--- config.mk ---
export PLATFORM = sky130hd
export DESIGN_NAME = serial_add_sub
export DESIGN_NICKNAME = d
export VERILOG_FILES = /design/src/rtl/serial_add_sub.sv
export SDC_FILE = /design/constraint.sdc
export NUM_CORES = 1
export LEC_CHECK = 0
export CAP_MARGIN = 20
export CORE_MARGIN = 4
export CORE_UTILIZATION = 33
export DETAILED_ROUTE_END_ITERATION = 7
export GPL_TIMING_DRIVEN = 0
export PLACE_DENSITY = 0.65
export SLEW_MARGIN = 10
export SYNTH_ARGS = -nofsm -noshare
export SYNTH_HDL_FRONTEND = slang
export SYNTH_SLANG_ARGS = --single-unit
--- constraint.sdc ---
create_clock -name clk -period 2.1 [get_ports clk]
set_input_delay 0.21 -clock clk [delete_from_list [all_inputs] [get_ports clk]]
set_output_delay 0.21 -clock clk [all_outputs]
set_load 0.01 [all_outputs]
--- src/rtl/serial_add_sub.sv ---
// Bit-serial adder/subtractor: one full-adder slice, LSB first,
// WIDTH cycles per operation with a ready/busy/done FSM.
module serial_add_sub #(
   parameter int WIDTH = 8
) (
   input  logic             clk,
   input  logic             rst_n,
   input  logic             start,
   input  logic             sub,
   input  logic [WIDTH-1:0] op_a,
   input  logic [WIDTH-1:0] op_b,
   output logic             ready,
   output logic             busy,
   output logic             done,
   output logic [WIDTH-1:0] sum,
   output logic             carry_out,
   output logic             overflow
);

   localparam int CW = $clog2(WIDTH);

   typedef enum logic [1:0] {IDLE, RUN, DONE} state_t;

   state_t           state_q, state_d;
   logic [WIDTH-1:0] a_q, a_d;
   logic [WIDTH-1:0] b_q, b_d;
   logic [WIDTH-1:0] res_q, res_d;
   logic [WIDTH-1:0] sum_q, sum_d;
   logic [CW-1:0]    cnt_q, cnt_d;
   logic             cy_q, cy_d;
   logic             co_q, co_d;
   logic             ov_q, ov_d;
   logic             bit_s, bit_c, last;

   always_comb begin
      state_d = state_q;
      a_d     = a_q;
      b_d     = b_q;
      res_d   = res_q;
      sum_d   = sum_q;
      cnt_d   = cnt_q;
      cy_d    = cy_q;
      co_d    = co_q;
      ov_d    = ov_q;
      bit_s   = a_q[0] ^ b_q[0] ^ cy_q;
      bit_c   = (a_q[0] & b_q[0]) | (cy_q & (a_q[0] ^ b_q[0]));
      last    = (cnt_q == CW'(WIDTH - 1));
      unique case (state_q)
         IDLE: begin
            if (start) begin
               state_d = RUN;
               a_d     = op_a;
               b_d     = sub ? ~op_b : op_b;
               cy_d    = sub;
               cnt_d   = '0;
            end
         end
         RUN: begin
            a_d   = a_q >> 1;
            b_d   = b_q >> 1;
            res_d = {bit_s, res_q[WIDTH-1:1]};
            cy_d  = bit_c;
            cnt_d = last ? '0 : cnt_q + CW'(1);
            if (last) begin
               // cy_q is the carry into the MSB on this final slice
               state_d = DONE;
               sum_d   = {bit_s, res_q[WIDTH-1:1]};
               co_d    = bit_c;
               ov_d    = cy_q ^ bit_c;
            end
         end
         DONE: state_d = IDLE;
         default: state_d = IDLE;
      endcase
   end

   always_ff @(posedge clk or negedge rst_n) begin
      if (!rst_n) begin
         state_q <= IDLE;
         a_q     <= '0;
         b_q     <= '0;
         res_q   <= '0;
         sum_q   <= '0;
         cnt_q   <= '0;
         cy_q    <= 1'b0;
         co_q    <= 1'b0;
         ov_q    <= 1'b0;
      end else begin
         state_q <= state_d;
         a_q     <= a_d;
         b_q     <= b_d;
         res_q   <= res_d;
         sum_q   <= sum_d;
         cnt_q   <= cnt_d;
         cy_q    <= cy_d;
         co_q    <= co_d;
         ov_q    <= ov_d;
      end
   end

   assign ready     = (state_q == IDLE);
   assign busy      = (state_q == RUN);
   assign done      = (state_q == DONE);
   assign sum       = sum_q;
   assign carry_out = co_q;
   assign overflow  = ov_q;

endmodule

==> summary.md <==
| Metric | Value |
|---|---|
| Maximum VDD drop | roughly 0.50 mV |
| Post-CTS Repair Setup Buffers | 0 |
| Hpwl dp | 2.46 mm |
| GRT met2 Usage | 17.2% |
| First-pass GRT wire length | 5.99 mm |
| Largest net degree at the start of global routing | 26 |
| Layout cells sized above 1 | around 16% |
| Post-synth cell types | 30 |
| Root buffer cell | clkbuf_8 |
| Clock sinks | 39 |
| Required time worst endpoint | about 1.9 ns |
| Top Ports | 33 |
| FF+latch area | 976 µm² |
| Max Cap Violations | 0 |
| Routed via count | 1,233 |
| Crit start category | register |
| Status | complete, no violations |
| Vias in the first global route | 1,216 |
| Multi-input logic area | 708 µm² |
| Met1 Use GR | 17.0% |
| Worst-path fanout max | 19 |
| Diodes inserted | 0 |
| Met3 usage | 2.99% |
| Vias/cell | 4.62 |
| Final setup fails | 0 |
| RSZ-0062 raised after global routing | false |
| Core ar. | 5140 µm² |
| CTS clk-pin slew, worst paths | 0.07 ns |
| Number of port buffers | 31 |
| CP cell instances | buf_2 > nor2_1 > clkdlybuf4s50_1 |
| Crit-path slowest cell | clkdlybuf4s50_1 |
| Final total power | around 2.9 mW |
| Core Rows | 26 |
| Starting DRT DRC Count | 78 |
| Clock tree buffer depth | 2 |
| Final WS setup | 0.246 ns |
| Cell count after synthesis | between 150 and 200 |
| Seq cells post-synth | 39 |
| Wire length per cell | 12.8 µm |
| Tmin final | 1.85 ns |
| Initial core utilization | about a third |
| Synth Net Count | between 150 and 200 |
| Initial antenna violation count | 0 |
| Gpl congestion | between 0.7 and 0.8 |
| Place WS | 0.285 ns |
| Final hold vios | 0 |
| WP buf/inv | 2 |
| Setup tns final | 0 ns |
| Die width | 81.1 µm |
| Post-Place Cell Area | ~2200 µm² |
| Largest cells by area after synthesis | dfrtp_1 (55%), nand2_1 (7.7%), mux2_2 (5.7%), xnor2_1 (4.5%), a22oi_1 (3.4%) |
| Finished layout cell area | approximately 2300 µm² |
| Die area | 6580 µm² |
| Pwr Density | approximately 1300 nW/µm² |
| Seq/Total Area, Yosys | approximately 55% |
| Total GRT Usage | between 10 and 15% |
| WL final | 3.43 mm |
| Cell area after synthesis | approximately 1800 µm² |
| Die Span Y | 81.1 µm |
| Crit. End Element | output port |
| Pins over their slew limit | 0 |
| Area leader, netlist | dfrtp_1 |
| H-tree levels | 2 |
| Mean post-synth cell area | 11.2 µm² |
| Slew headroom | 74.5% |
| Arrival @ worst endpoint | between 1.5 and 2 ns |
| Post-route DRC violation count | 0 |
| Grt peak-use layer | met2 |
| Total grt overflow | 0 |
| CP max stage delay | 0.56 ns |
| Yosys top cell area share | a little under three fifths |
| Clk Latency, worst-skew pair | between 0.2 and 0.3 ns |
| Hold WC Path Type | in2async |
| Setup Skew | between 0.006 and 0.007 ns |
| Top delay family on crit path | buffers and inverters |
| Hold slack | 0.372 ns |
| Final period util | about nine tenths |
| Worst Tran Pin Value | 0.383 ns |
| P_leak | between 1 and 1.5 nW |
| Final nets | 219 |
| CP Class | reg2out |
| Routed Antenna Nets | 0 |
| Fillers | 529 |
| Drt pass-1 iters | 5 |
| TritonCTS clock tree | yes |
| Area growth syn-to-layout | 28.8% |
| Synth Warn # | 0 |
| Max Freq | approximately 540 MHz |
| CTS Buf Count | 5 |
## registers in the layout, indices dropped and copies added, names as in the netlist
| signal | count |
|---|---|
| b_q | 8 |
| cy_q | 1 |
| state_q | 2 |
| carry_out | 1 |
| a_q | 8 |
| sum | 8 |
| cnt_q | 3 |
| res_q | 7 |
| overflow | 1 |
## power by group
group	internal [mW]	switching (mW)	total, mW	leakage, nW
Sequential	1.07	0.182	1.25	0.502
Clock	0.233	0.246	0.479	0.0422
Combinational	0.601	0.541	1.14	0.485
## through the flow
stage	std cells	utilization [%]
after floorplan	157	-
after global routing	267	44.2
after CTS	267	44.1
final	267	44.2
after global placement	258	42.1
after detailed placement	259	42.4
## Yosys cell counts
cell       n
nand3b_4   1
o21bai_4   1
nor3b_1    1
mux2_2     9
nor2_4     1
dfrtp_1   39
buf_6      2
o31ai_1    1
a22o_1     2
buf_4      1
nor2b_1    2
clkbuf_1   1
a21oi_1    2
a221o_1    1
nand2_1   36
a32o_1     1
o21ai_1    1
nor2_1     3
a221o_2    1
o21ai_0    9
ha_1       2
or3b_1     1
buf_2      7
xnor2_1    9
nand2b_1   1
fa_1       1
inv_1      3
o211ai_1   5
a22oi_1    8
nand3b_1   5
## final timing paths
path / start / endpoint / slack (ns) / cells past startpoint
worst min-delay path: rst_n / sum[7]$_DFFE_PN0P_ / 0.37 / 2
worst min register to register: a_q[1]$_DFFE_PN0P_ / a_q[1]$_DFFE_PN0P_ / 0.48 / 2
max in group asynchronous: rst_n / sum[0]$_DFFE_PN0P_ / 1.27 / 3
min in group clk: sub / b_q[7]$_DFFE_PN0P_ / 0.39 / 3
worst max register to register: cnt_q[0]$_DFFE_PN0P_ / sum[3]$_DFFE_PN0P_ / 0.53 / 5
worst max-delay path: state_q[1]$_DFFE_PN0P_ / ready / 0.25 / 3
## cell usage in the layout, fill, tap and decap left out, drive strengths merged
| master | n |
|---|---|
| nand3b | 6 |
| nor3b | 1 |
| o21ai | 10 |
| clkbuf | 7 |
| mux2 | 9 |
| fa | 1 |
| o211ai | 5 |
| o31ai | 1 |
| or3b | 1 |
| nand2 | 36 |
| a221o | 2 |
| nor2 | 4 |
| ha | 2 |
| xnor2 | 9 |
| a22o | 2 |
| dlymetal6s2s | 2 |
| a32o | 1 |
| dlygate4sd3 | 1 |
| a21oi | 2 |
| inv | 3 |
| clkdlybuf4s50 | 28 |
| nor2b | 2 |
| buf | 12 |
| dfrtp | 39 |
| o21bai | 1 |
| nand2b | 1 |
| clkinv | 1 |
| a22oi | 8 |
## per-layer routing
layer  vias to the layer above  routed length, µm
met4                         0                 53
met2                        30               1520
met3                         5                145
met5                         -                  0
li1                        615                  -
met1                       583               1710
## final cells by class
| type | instances | area share (%) |
|---|---|---|
| sequential | 39 | 43.0 |
| multi-input combinational | 104 | 31.2 |
| timing repair buffer | 33 | 15.0 |
| tap | 70 | 3.85 |
| clock buffer | 7 | 3.36 |
| buffer | 10 | 2.97 |
| inverter | 3 | 0.496 |
| clock inverter | 1 | 0.220 |
## cells by family (layout without fill, tap and decap cells)
logic type / count (synthesis) / after routing / synth area share (%)
AND/OR/NAND/NOR: 51 / 51 / 14.2
flip-flops: 39 / 39 / 55.3
AO/OA/AOI/OAI: 32 / 32 / 13.2
buffers and inverters: 14 / 54 / 4.54
XOR/XNOR: 9 / 9 / 4.47
multiplexers: 9 / 9 / 5.74
adder cells (fa/ha/maj): 3 / 3 / 2.55
## timing repair
| item | 4_1_cts | 5_1_grt |
|---|---|---|
| hold buffers | 1 | 0 |
| endpoints found under the setup margin | 2 | 2 |
| resized for setup | 1 | 3 |
| hold endpoints to repair | 14 | 0 |
Power figures use the tool's default switching activity.
